### src/rtl/keypad_entry_ctrl.sv
// Keypad entry controller: builds a DIGITS-wide BCD setting, offers it to the countdown core over valid/ready, then issues start.
// Optional macro TIME_CHECK_EN rejects a confirm when the entry is zero or the seconds-tens digit exceeds 5.
module keypad_entry_ctrl #(
  parameter int unsigned DIGITS = 4
) (
  input  logic                  clk,
  input  logic                  rst_n,
  input  logic                  keydown_num,
  input  logic [3:0]            num,
  input  logic                  keydown_confirm,
  input  logic                  keydown_clear,
  input  logic                  keydown_start,
  output logic [4*DIGITS-1:0]   entry_bcd,
  output logic                  editing,
  output logic                  load_valid,
  output logic [4*DIGITS-1:0]   load_bcd,
  input  logic                  load_ready,
  output logic                  start_pulse,
  output logic                  key_err
);

  localparam int unsigned W = 4 * DIGITS;

  localparam logic [1:0] S_IDLE  = 2'd0;
  localparam logic [1:0] S_EDIT  = 2'd1;
  localparam logic [1:0] S_LOAD  = 2'd2;
  localparam logic [1:0] S_ARMED = 2'd3;

  logic [1:0]   state_q, state_d;
  logic [W-1:0] entry_q, entry_d;
  logic [W-1:0] lbcd_q, lbcd_d;
  logic         lv_q, lv_d;
  logic         start_q, start_d;
  logic         err_q, err_d;
  logic         editing_q;

  logic         num_sel;
  logic         num_ok;
  logic         confirm_ok;
  logic [W-1:0] num_zext;

  // A digit is only acted on when no higher-priority key arrives in the same cycle.
  assign num_sel  = keydown_num & ~keydown_clear & ~keydown_confirm & ~keydown_start;
  assign num_ok   = (num <= 4'd9);
  assign num_zext = {{(W-4){1'b0}}, num};

`ifdef TIME_CHECK_EN
  assign confirm_ok = (entry_q != '0) && (entry_q[7:4] <= 4'd5);
`else
  assign confirm_ok = 1'b1;
`endif

  always_comb begin
    state_d = state_q;
    entry_d = entry_q;
    lbcd_d  = lbcd_q;
    lv_d    = lv_q;
    start_d = 1'b0;
    err_d   = 1'b0;
    case (state_q)
      S_IDLE: begin
        if (num_sel) begin
          if (num_ok) begin
            entry_d = num_zext;
            state_d = S_EDIT;
          end else begin
            err_d = 1'b1;
          end
        end
      end
      S_EDIT: begin
        if (keydown_clear) begin
          entry_d = '0;
          state_d = S_IDLE;
        end else if (keydown_confirm) begin
          if (confirm_ok) begin
            lbcd_d  = entry_q;
            lv_d    = 1'b1;
            state_d = S_LOAD;
          end else begin
            err_d = 1'b1;
          end
        end else if (num_sel) begin
          if (num_ok) entry_d = {entry_q[W-5:0], num};
          else        err_d   = 1'b1;
        end
      end
      S_LOAD: begin
        if (load_ready) begin
          lv_d    = 1'b0;
          state_d = S_ARMED;
        end
      end
      S_ARMED: begin
        if (keydown_clear) begin
          entry_d = '0;
          state_d = S_IDLE;
        end else if (!keydown_confirm && keydown_start) begin
          start_d = 1'b1;
          state_d = S_IDLE;
        end else if (num_sel) begin
          if (num_ok) begin
            entry_d = num_zext;
            state_d = S_EDIT;
          end else begin
            err_d = 1'b1;
          end
        end
      end
      default: begin
        state_d = S_IDLE;
        lv_d    = 1'b0;
      end
    endcase
  end

  always_ff @(posedge clk or negedge rst_n) begin
    if (!rst_n) begin
      state_q   <= S_IDLE;
      entry_q   <= '0;
      lbcd_q    <= '0;
      lv_q      <= 1'b0;
      start_q   <= 1'b0;
      err_q     <= 1'b0;
      editing_q <= 1'b0;
    end else begin
      state_q   <= state_d;
      entry_q   <= entry_d;
      lbcd_q    <= lbcd_d;
      lv_q      <= lv_d;
      start_q   <= start_d;
      err_q     <= err_d;
      editing_q <= (state_d == S_EDIT);
    end
  end

  assign entry_bcd   = entry_q;
  assign editing     = editing_q;
  assign load_valid  = lv_q;
  assign load_bcd    = lbcd_q;
  assign start_pulse = start_q;
  assign key_err     = err_q;

endmodule

### config.mk
export PLATFORM = sky130hd
export DESIGN_NAME = keypad_entry_ctrl
export DESIGN_NICKNAME = d
export VERILOG_FILES = /design/src/rtl/keypad_entry_ctrl.sv
export SDC_FILE = /design/constraint.sdc
export NUM_CORES = 1
export LEC_CHECK = 0
export ABC_AREA = 1
export CORE_MARGIN = 1
export CORE_UTILIZATION = 49
export CTS_BUF_LIST = sky130_fd_sc_hd__clkbuf_2 sky130_fd_sc_hd__clkbuf_4 sky130_fd_sc_hd__clkbuf_8
export DETAILED_ROUTE_END_ITERATION = 8
export HOLD_SLACK_MARGIN = 0.1
export PLACE_DENSITY = 0.89
export SLEW_MARGIN = 25
export SYNTH_ARGS = -nofsm -noshare
export SYNTH_HDL_FRONTEND = slang
export SYNTH_SLANG_ARGS = --single-unit
### constraint.sdc
create_clock -name clk -period 1.8 [get_ports clk]
set_input_delay 0.18 -clock clk [delete_from_list [all_inputs] [get_ports clk]]
set_output_delay 0.18 -clock clk [all_outputs]
set_load 0.02 [all_outputs]
---- Word-level counts from Yosys, hierarchy flattened ----
Cells that the tools add are included.
storage, ports and cells
  register bits ........................... 38
  output and inout port bits .............. 36
  bits of input ports ..................... 11
  logic and storage cells ................. 64
cells by class
  $lt $le $gt $ge ......................... 1
  reduce and logical (&&, ||, !) cells .... 8
  equal/unequal tests ..................... 11
  muxes and demuxes ....................... 31
  bitwise logic cells ..................... 6
operators with widths
  kind                number
  $mux 16             8
  $pmux 16 s3         1
  $mux 2              7
  $mux 1              12
  $ne 3x3->1 const B  4
  $pmux 2 s4          1
  $ne 2x2->1 const B  3
  $reduce_and 5->1    1
  $eq 2x1->1 const B  2
  $eq 2x2->1 const B  2
  $le 4x4->1 const B  1
  $reduce_and 4->1    1
  $and 1x1->1         3
  $not 1->1           3
  $pmux 1 s3          1
  $reduce_and 3->1    1
  $reduce_bool 3->1   1
  $logic_not 2->1     1
  $pmux 1 s2          1
  $reduce_bool 2->1   1
  $logic_and 1x1->1   1
  $logic_not 1->1     1

---- Longest topological paths before layout ----
Gate-level depths: netlist of the first run.
  depth in word-level cells ............... 9
  mapped depth ............................ 9
  depth with buffers taken out ............ 8

---- Worst setup path after synthesis of the first run ----
No wires, ideal clock.
  path kind ............................... register -> register
  from .................................... register state_q[1]
  to ...................................... register entry_q[0], in the netlist entry_bcd[0]
  buffers on the path ..................... 1
  stages on the path, launching flop included .. 10
  data arrival time ....................... 1.120 ns
  data required time ...................... 1.683 ns
  library setup time ...................... 0.117 ns
  clock period less this slack ............ 1.237 ns
  slack ................................... 0.563 ns
  path through ............................ dfrtp_1 -> nand2_1 -> nor2_1 -> nand2_1 -> nand2_4 -> inv_2 -> nand3_2 -> buf_6 -> nand2_1 -> nand2_1
on the way
  longest elaborated chain between the ends .. 3
  elaborated cells on any way between the ends .. 10
  classes of those cells .................. eq/ne (6); mux (1); reduce/logical (3)
ends and longest elaborated chain
  what                                                              line  text
  from (decl)                                                       29    logic [1:0] state_q, state_d;
  from (signal assigned)                                            127   state_q <= state_d;
  $eq 2x2->1 (tied with other cells)                                60    case (state_q)
  $ne 3x3->1 (no source line) or $reduce_bool 3->1 (tied branches)  -
  $reduce_and 5->1 (no source line)                                 -
  to (signal assigned)                                              128   entry_q <= entry_d;
  to (decl)                                                         30    logic [W-1:0] entry_q, entry_d;
Parallel ways exist; a longest one is shown, timed or not.
A chain may end at the register's enable or synchronous reset.

---- Worst setup path after layout of the first run ----
  from .................................... register entry_q[3], in the netlist entry_bcd[3]
  to ...................................... output entry_bcd[3]
RTL lines
  what       line  text
  to (decl)  13    output logic [4*DIGITS-1:0] entry_bcd,
No word-level cell between the ends.

==> flow_metrics.py, run 1 <==
metrics = {
    "pwr": {
        "ir_drop_mv": 0.635,
        "pwr-share-seq": 0.413,
        "switchingPower_w": 0.00129,
        "p_leak_nw": 1.20,
        "power_density_mw_per_mm2": 1410,
        "clock_power_share": 0.148,
        "switching_share": 0.408,
        "p_int_w": 0.00187,
        "comb_power_share": 0.439,
    },
    "global_route": {
        "grt.overflow.total": 0,
        "grt_pass1_wl_mm": 5.89,
        "antenna_found_initial": 0,
        "grt_max_degree": 39,
        "grt_use_total": 0.223,
        "grt_pass1_vias": 1313,
    },
    "clocking": {
        "postCtsSetupRepairBufs": 0,
        "clock_latency_ns": 0.34,
        "clock-sinks": 38,
        "cts_resized": 0,
        "htreeDepth": 2,
        "cts_buffers": 5,
        "cts_tree": "built",
        "clk_path_buf_depth": 2,
        "root_buffer": "clkbuf_4",
        "clkSlewWorstSetupHoldPaths_ns": 0.11,
    },
    "sta": {
        "fmax_ghz": 0.617,
        "finalClockSkew_ns": 0.00753,
        "finalHoldViolCount": 0,
        "setup_viol": 0,
        "final.setup.tns_ns": 0,
        "rsz0062_at_grt": "no",
        "period_share": 0.901,
        "worst_slew_pin_slew_ns": 0.461,
        "min_period_ns": 1.62,
        "fin_hold_ws_ns": 0.387,
        "slew_viol_final": 0,
        "slew_headroom": 0.693,
    },
    "routing": {
        "drt-pass1-iter-count": 4,
        "via_per_inst": 4.93,
        "ant_nets": 0,
        "wl_per_cell_microns": 11.8,
        "vias": 1469,
        "drt_drc_violations_left": 0,
        "drt-total-wl_mm": 3.52,
        "drt_iter0_drc": 62,
    },
    "yosys": {
        "syn-instance-count": 200,
        "syn_area_per_cell_sq_um": 8.35,
        "yosysMostFrequentCell": "nand2_1",
        "synth_largest_area_cell": "dfrtp_1",
        "synth_nets": 211,
        "ys_async_sr_fraction": 1.00,
        "yosysSeqAreaShare": 0.569,
        "synth_common_cells": "96 x nand2_1, 38 x dfrtp_1, 21 x nand3_1",
        "yosys.area.top_type_share": 0.569,
        "ys_ff_latch": 38,
        "ys_warn_count": 0,
        "synth.area.top_cells": "dfrtp_1 57%, nand2_1 22%, nand3_1 6.3%, nor2_1 2.2%, o21ai_0 1.8%",
        "netlist_area_sq_mm": 0.00167,
        "ys_types": 18,
        "synth_edf_count": 0,
        "synth_top_flop_cell": "dfrtp_1",
    },
    "floorplanning": {
        "io_pins": 47,
        "dieArea_sq_mm": 0.00365,
        "die_y_microns": 60.4,
        "die-width_microns": 60.4,
        "coreArea_sq_mm": 0.00315,
        "rows": 20,
        "start_util": 0.530,
    },
    "placement": {
        "hpwl_mm": 2.63,
        "globalplace.congestion": 0.938,
        "port_buffers": 46,
    },
    "critical_path": {
        "crit_end": "entry_bcd[3]",
        "cpMaxStageDelayCell": "clkdlybuf4s50_1",
        "reg2reg_depth": 7,
        "end_kind": "output pin",
        "critPathBufInv": 1,
        "startpoint_type": "flop",
        "r2r-end": "entry_bcd[0]",
        "cp.arrival_ns": 1.44,
        "cp_top_family": "buffers and inverters",
        "cp.required_ns": 1.62,
        "ff2ff_setup_slack_ns": 0.36,
        "crit_fanout": 5,
        "rr_startpoint": "state_q[1]",
        "crit_cells": 1,
        "setup.worst_path.class": "reg -> out",
        "crit_chain": "clkdlybuf4s50_1",
        "critPathLaunch": "entry_bcd[3]",
        "cpPeakStageDelay_ns": 0.64,
    },
    "final_layout": {
        "multi_input_area_sq_um": 622,
        "area_growth_pct": 34.3,
        "nFillCells": 250,
        "drive_gt1_frac": 0.106,
        "final_util": 0.712,
        "nNetsFinal": 264,
        "regArea_sq_um": 951,
        "diodes": 0,
    },
    "outcome": {
        "status": "finished clean",
    },
    "worst_hold_path": {
        "hp-class": "in -> async",
    },
    "run": {
        "maxCapViolCount": 0,
    },
}
[worst min-delay path by stage]
stage           start  cells past startpoint            to  slack (ns)
6_report        rst_n                      3   load_bcd[2]        0.39
5_1_grt        num[0]                      3  entry_bcd[0]        0.43
4_1_cts         rst_n                      3   load_bcd[2]        0.40
3_5_place_dp    rst_n                      2   load_bcd[2]        0.25
3_3_place_gp    rst_n                      2   load_bcd[2]        0.24
2_1_floorplan   rst_n                      0       editing       -0.12
[metrics by stage]
stage | cells | cell area, sq um | worst slack [ns] | total power [W]
finish | 298 | 2240 | 0.178 | 0.00316
global route | 298 | 2240 | 0.123 | 0.00338
CTS | 298 | 2240 | 0.163 | 0.00318
detailed placement | 289 | 2170 | 0.0471 | 0.00271
global placement | 289 | 2170 | 0.109 | 0.00266
floorplan | 200 | 1670 | 0.563 | 0.00212
[area by class of cell]
| class | count | share of cell area |
|---|---|---|
| Sequential cell | 38 | 0.424 |
| Multi-Input combinational cell | 142 | 0.277 |
| Clock buffer | 7 | 0.0262 |
| Inverter | 15 | 0.0251 |
| Tap cell | 44 | 0.0245 |
| Timing Repair Buffer | 51 | 0.221 |
| Clock inverter | 1 | 0.00223 |
[state kept, by name (all words and copies together), names as in the netlist]
signal and count:
start_pulse 1, key_err 1, entry_bcd 16, load_bcd 16, load_valid 1, state_q 2
editing 1
[cell families after synthesis]
kind of cell | count (synthesis) | synth area share
flops | 38 | 0.569
simple gates | 134 | 0.347
compound gates | 8 | 0.0255
buf+inv | 20 | 0.0584
[cells in the final DEF, fill, tap and decap left out]
| cell type | instances |
|---|---|
| nand2_1 | 96 |
| clkdlybuf4s50_1 | 45 |
| dfrtp_1 | 38 |
| nand3_1 | 21 |
| nor2_1 | 10 |
| inv_1 | 8 |
| inv_2 | 7 |
| o21ai_0 | 6 |
| clkbuf_4 | 6 |
| buf_4 | 4 |
| nor2_4 | 2 |
| nand2_2 | 1 |
| nor2_2 | 1 |
| a211oi_1 | 1 |
| nor2_8 | 1 |
| nand2_4 | 1 |
| o21ai_1 | 1 |
| nand3_2 | 1 |
| clkinv_2 | 1 |
| clkbuf_8 | 1 |
| dlygate4sd3_1 | 1 |
| buf_2 | 1 |
[power by group through the flow]
| stage | clock network, W | registers, W | logic [W] |
|---|---|---|---|
| after floorplan | 0 | 0.00154 | 0.000580 |
| after global placement | 0 | 0.00131 | 0.00135 |
| after detailed placement | 0 | 0.00132 | 0.00139 |
| after CTS | 0.000480 | 0.00130 | 0.00139 |
| after global routing | 0.000532 | 0.00133 | 0.00152 |
| final | 0.000469 | 0.00130 | 0.00138 |
[routing by layer]
layer	vias up	GRT usage	wire length, microns
met2	55	0.366	1770
met4	0	0.0698	46
met3	4	0.0576	173
met1	685	0.291	1530
met5	-	0	0
li1	725	-	-
[repair_timing]
item	CTS	global route
hold buffers	1	0
endpoints found under the setup margin	0	0
hold endpoints to repair	38	0
Note: power is estimated with default switching activity, not from simulation.
==> run 2, diff against run 1 <==
--- a/config.mk
+++ b/config.mk
@@ -8,9 +8,10 @@
 export ABC_AREA = 1
 export CORE_MARGIN = 1
-export CORE_UTILIZATION = 49
+export CORE_UTILIZATION = 40
 export CTS_BUF_LIST = sky130_fd_sc_hd__clkbuf_2 sky130_fd_sc_hd__clkbuf_4 sky130_fd_sc_hd__clkbuf_8
 export DETAILED_ROUTE_END_ITERATION = 8
 export HOLD_SLACK_MARGIN = 0.1
-export PLACE_DENSITY = 0.89
+export PLACE_DENSITY = 0.76
+export SETUP_SLACK_MARGIN = 0.2
 export SLEW_MARGIN = 25
 export SYNTH_ARGS = -nofsm -noshare
==> constraint.sdc (replaced) <==
create_clock -name clk -period 1.8 [get_ports clk]
set_input_delay 0.18 -clock clk [delete_from_list [all_inputs] [get_ports clk]]
set_output_delay 0.18 -clock clk [all_outputs]
set_load 0.1 [all_outputs]
==> run 2 against run 1 <==
Against the previous run: setup slack improved by 0.19 ns; count of clock-buffer cells in the layout shrank 1; non-clock buffer count rose by 3; largest cell class unchanged.
==> flow_metrics.py, run 2 (synthesis results as in run 1) <==
metrics = {
    "final_layout": {
        "stdcell_count": 307,
        "drive_gt1_frac": 0.257,
        "nNetsFinal": 267,
        "diodes": 0,
        "area_growth_pct": 33.3,
        "final_cell_area_sq_mm": 0.00223,
        "layout_common_cells": "96 x nand2_1, 42 x buf_4, 38 x dfrtp_1",
        "final_common_cell": "nand2_1",
    },
    "critical_path": {
        "setup.worst_path.class": "reg -> reg",
        "crit_chain": "nand2_1, nor2_1, nand2_1, nand2_4, inv_2, nand3_2, nand2_1, nand2_1",
        "crit_cells": 8,
        "cpMaxStageDelayCell": "dfrtp_1",
        "cp.arrival_ns": 1.60,
        "end_kind": "flop",
        "startpoint_type": "flop",
        "crit_fanout": 15,
        "cp.required_ns": 1.97,
        "reg2reg_depth": 8,
        "cp_top_family": "simple AND/OR/NAND/NOR gates",
        "cpMostUsedCell": "nand2_1",
        "critPathBufInv": 1,
        "cpPeakStageDelay_ns": 0.46,
    },
    "routing": {
        "drt_drc_violations_left": 0,
        "drt-total-wl_mm": 3.37,
        "drt-pass1-iter-count": 4,
        "ant_nets": 0,
        "vias": 1417,
        "wl_per_cell_microns": 11.0,
        "drt_iter0_drc": 82,
        "via_per_inst": 4.62,
    },
    "floorplanning": {
        "start_util": 0.418,
        "io_pins": 47,
        "die-width_microns": 66.6,
        "die_y_microns": 66.6,
        "rows": 23,
        "dieArea_sq_mm": 0.00444,
        "coreArea_sq_mm": 0.00400,
    },
    "clocking": {
        "clk_path_buf_depth": 2,
        "hold_buffers": 1,
        "clock_latency_ns": 0.29,
        "htreeDepth": 2,
        "cts_tree": "built",
        "cts_resized": 0,
        "root_buffer": "clkbuf_8",
        "cts_buffers": 5,
        "clkSlewWorstSetupHoldPaths_ns": 0.07,
        "clock-sinks": 38,
        "postCtsSetupRepairBufs": 0,
    },
    "placement": {
        "port_buffers": 46,
        "hpwl_mm": 2.50,
        "placed_area_sq_mm": 0.00212,
        "dp.cells": 298,
        "globalplace.congestion": 0.894,
    },
    "sta": {
        "final.setup.tns_ns": 0,
        "slew_headroom": 0.696,
        "worst_slew_pin_slew_ns": 0.457,
        "fmax_ghz": 0.700,
        "finalHoldViolCount": 0,
        "slew_viol_final": 0,
        "min_period_ns": 1.43,
        "period_share": 0.794,
        "finalClockSkew_ns": 0.00511,
        "setup_viol": 0,
        "rsz0062_at_grt": "no",
    },
    "global_route": {
        "grt.overflow.total": 0,
        "grt_pass1_vias": 1246,
        "grt_pass1_wl_mm": 5.63,
        "grt_use_total": 0.173,
        "grt_max_degree": 39,
        "antenna_found_initial": 0,
    },
    "outcome": {
        "status": "finished clean",
    },
    "worst_hold_path": {
        "hp-class": "in -> async",
    },
    "run": {
        "maxCapViolCount": 0,
    },
}
run 2: changes by cell type in the layout (fill, tap and decap cells not counted):
| cell | previous run | this run |
|---|---|---|
| clkbuf_8 | 1 | 6 |
| buf_12 | 0 | 1 |
| clkbuf_4 | 6 | 0 |
| clkdlybuf4s50_1 | 45 | 9 |
| buf_4 | 4 | 42 |
| clkinvlp_4 | 0 | 1 |
run 2: worst paths after layout:
kind | startpoint | endpoint | slack [ns]
worst max-delay path | state_q[1] | entry_bcd[13] | 0.37
worst min-delay path | rst_n | load_bcd[11] | 0.46
worst max register to register | state_q[1] | entry_bcd[13] | 0.37
worst min register to register | load_bcd[15] | load_bcd[15] | 0.47
max in group asynchronous | rst_n | load_bcd[2] | 1.01
min in group clk | num[0] | entry_bcd[0] | 0.46
run 2: area by class of cell:
type	instances	area [sq um]
clock buffers	6	82.6
clock inverters	2	12.5
fillers	361	1770
inverters	15	56.3
multi-input cells	142	622
flip-flops and latches	38	951
well taps	50	62.6
repair buffers	54	440
run 2: routing by layer:
layer / up-vias / track usage / routed length (microns)
met1: 644 / 0.219 / 1510
met4: 0 / 0.0798 / 70
met3: 6 / 0.0428 / 174
met2: 38 / 0.274 / 1620
met5: - / 0 / 0
li1: 729 / - / -
run 2: tightest hold or removal path, delay by kind of cell:
kind | cells | cell delay [ns]
buffers and inverters | 3 | 1.00
run 2: stage by stage:
step / worst slack [ns] / hold WS (ns) / util
after floorplan: 0.469 / -0.116 / -
after global placement: 0.125 / 0.249 / 0.530
after detailed placement: 0.0628 / 0.251 / 0.530
after CTS: 0.352 / 0.456 / 0.557
after global routing: 0.218 / 0.496 / 0.557
final: 0.370 / 0.459 / 0.557
Power of run 2 is not shown: default switching activity piles up to over one toggle a cycle in this logic, so the estimate is an artifact.
==> run 3, diff against run 2 <==
PLACE_DENSITY = 0.78   (was 0.76)
clock period = 1.3 ns   (was 1.8 ns; I/O delays follow)
==> run 3 against run 2 <==
Against the previous run: the flow now finishes with violations (design-rule violations); flip-flop and latch count unchanged; setup slack got worse by 0.36 ns; wire length increased by 30%; global-route usage increased by 6.0 points; critical path depth unchanged; critical path type unchanged; cell area increased by 34%; count of clock-buffer cells in the layout unchanged.
==> flow_metrics.py, run 3 (synthesis results as in run 1) <==
metrics = {
    "outcome": {
        "status": "finished with violations",
        "violations": "design-rule violations",
    },
    "global_route": {
        "grt_use_total": 0.233,
        "grt_pass1_wl_mm": 7.40,
        "grt_pass1_vias": 1636,
        "use_met2": 0.398,
        "antenna_found_initial": 0,
        "gr-usage-met3": 0.0462,
        "use_met1": 0.264,
        "grt_max_degree": 23,
        "grt.overflow.total": 0,
        "grt-busiest-layer": "met2",
    },
    "critical_path": {
        "cpMostUsedCell": "nand2_1",
        "cpMaxStageDelayCell": "dfrtp_2",
        "cpPeakStageDelay_ns": 0.46,
        "setup.worst_path.class": "reg -> reg",
        "startpoint_type": "flop",
        "ff2ff_setup_slack_ns": 0.008,
        "crit_chain": "nand2_1, nor2_2, nand2_2, nand2_4, inv_4, nand3_4, nand2_1, nand2_1",
        "cp.required_ns": 1.48,
        "end_kind": "flop",
        "cp.arrival_ns": 1.47,
        "crit_fanout": 8,
    },
    "pwr": {
        "comb_power_share": 0.600,
        "ir_drop_mv": 1.38,
        "power_density_mw_per_mm2": 2730,
        "switchingPower_w": 0.00407,
        "power.total_w": 0.00817,
        "switching_share": 0.498,
        "clock_power_share": 0.152,
        "p_int_w": 0.00410,
        "pwr-share-seq": 0.248,
        "p_leak_nw": 1.49,
    },
    "final_layout": {
        "area_growth_pct": 79.2,
        "stdcell_count": 326,
        "nFillCells": 261,
        "final_cell_area_sq_mm": 0.00299,
        "nNetsFinal": 286,
        "drive_gt1_frac": 0.446,
        "final_common_cell": "nand2_1",
        "multi_input_area_sq_um": 701,
        "regArea_sq_um": 980,
        "diodes": 0,
        "layout_common_cells": "91 x nand2_1, 37 x buf_12, 23 x dfrtp_2",
    },
    "clocking": {
        "root_buffer": "clkbuf_8",
        "cts_buffers": 5,
        "clkSlewWorstSetupHoldPaths_ns": 0.07,
        "htreeDepth": 2,
        "clk_path_buf_depth": 2,
        "clock-sinks": 38,
        "clock_latency_ns": 0.29,
        "cts_tree": "built",
    },
    "sta": {
        "finalHoldViolCount": 0,
        "min_period_ns": 1.29,
        "finalClockSkew_ns": 0.00554,
        "period_share": 0.994,
        "fin_hold_ws_ns": 0.335,
        "worst_slew_pin_slew_ns": 0.493,
        "setup_viol": 0,
        "fmax_ghz": 0.774,
        "slew_headroom": 0.671,
        "fin_ws_ns": 0.00783,
        "rsz0062_at_grt": "yes",
        "slew_viol_final": 0,
    },
    "placement": {
        "pre_cts_ws_ns": -0.232,
        "hpwl_mm": 3.02,
        "dp.cells": 314,
        "placed_area_sq_mm": 0.00273,
        "port_buffers": 46,
        "globalplace.congestion": 0.888,
    },
    "routing": {
        "drt_drc_violations_left": 2,
        "drt-pass1-iter-count": 6,
        "via_per_inst": 4.94,
        "drt-total-wl_mm": 4.38,
        "drt_iter0_drc": 98,
        "ant_nets": 0,
        "vias": 1610,
        "wl_per_cell_microns": 13.4,
    },
    "floorplanning": {
        "start_util": 0.418,
        "die-width_microns": 66.6,
        "rows": 23,
        "coreArea_sq_mm": 0.00400,
        "dieArea_sq_mm": 0.00444,
        "die_y_microns": 66.6,
        "io_pins": 47,
    },
    "run": {
        "maxCapViolCount": 0,
    },
    "worst_hold_path": {
        "hp-class": "in -> async",
    },
}
[run 3: cell count changes in the layout (fill, tap and decap cells not counted), sizes merged]
cell and change:
buf +18, clkinv -1, bufinv +2, nand3 +1, clkinvlp -1
[run 3: stage by stage]
stage | utilization | TNS, ns
2_1_floorplan | - | 0
3_3_place_gp | 0.682 | -6.32
3_5_place_dp | 0.682 | -7.26
4_1_cts | 0.741 | 0
5_1_grt | 0.748 | -0.546
6_report | 0.748 | 0
[run 3: worst paths after layout]
| check | to | from | depth (start not counted) |
|---|---|---|---|
| min in group clk | entry_bcd[0] | num[0] | 3 |
| max in group asynchronous | entry_bcd[1] | rst_n | 3 |
| worst min register to register | load_bcd[4] | load_bcd[4] | 2 |
| worst max-delay path | entry_bcd[0] | state_q[1] | 8 |
| worst max register to register | entry_bcd[0] | state_q[1] | 8 |
| worst min-delay path | entry_bcd[13] | rst_n | 2 |
[run 3: what timing repair did]
action | in CTS | in global routing
hold buffers | 1 | 0
pin swaps | 1 | 2
cloned | 1 | 0
endpoints found under the hold margin | 20 | 0
setup buffers | 1 | 1
resized for setup | 20 | 8
endpoints found under the setup margin | 36 | 36
[run 3: critical path, delay by kind of cell (launching register included)]
kind                   cells  cell delay [ns]
flip-flops                 1             0.46
AND/OR/NAND/NOR            7             0.65
buffers and inverters      1             0.09
[run 3: power by group through the flow]
| stage | logic [W] | registers (W) | clock network (W) |
|---|---|---|---|
| floorplan | 0.000842 | 0.00395 | 0 |
| global placement | 0.00457 | 0.00201 | 0 |
| detailed placement | 0.00464 | 0.00203 | 0 |
| CTS | 0.00485 | 0.00202 | 0.00124 |
| global route | 0.00510 | 0.00208 | 0.00131 |
| finish | 0.00490 | 0.00203 | 0.00124 |
[run 3: cell type report]
type                       instances  share of cell area
tap                               50              0.0209
timing repair buffer              72               0.348
clock buffer                       6              0.0276
multi-input combinational        143               0.234
inverter                          15              0.0222
sequential                        38               0.327
clock inverter                     2              0.0201
[run 3: metal layers]
metal	share of wire	routed length, microns	vias up
li1	-	-	772
met1	0.40	1740	771
met2	0.52	2280	51
met3	0.040	175	16
met4	0.043	189	0
met5	0	0	-
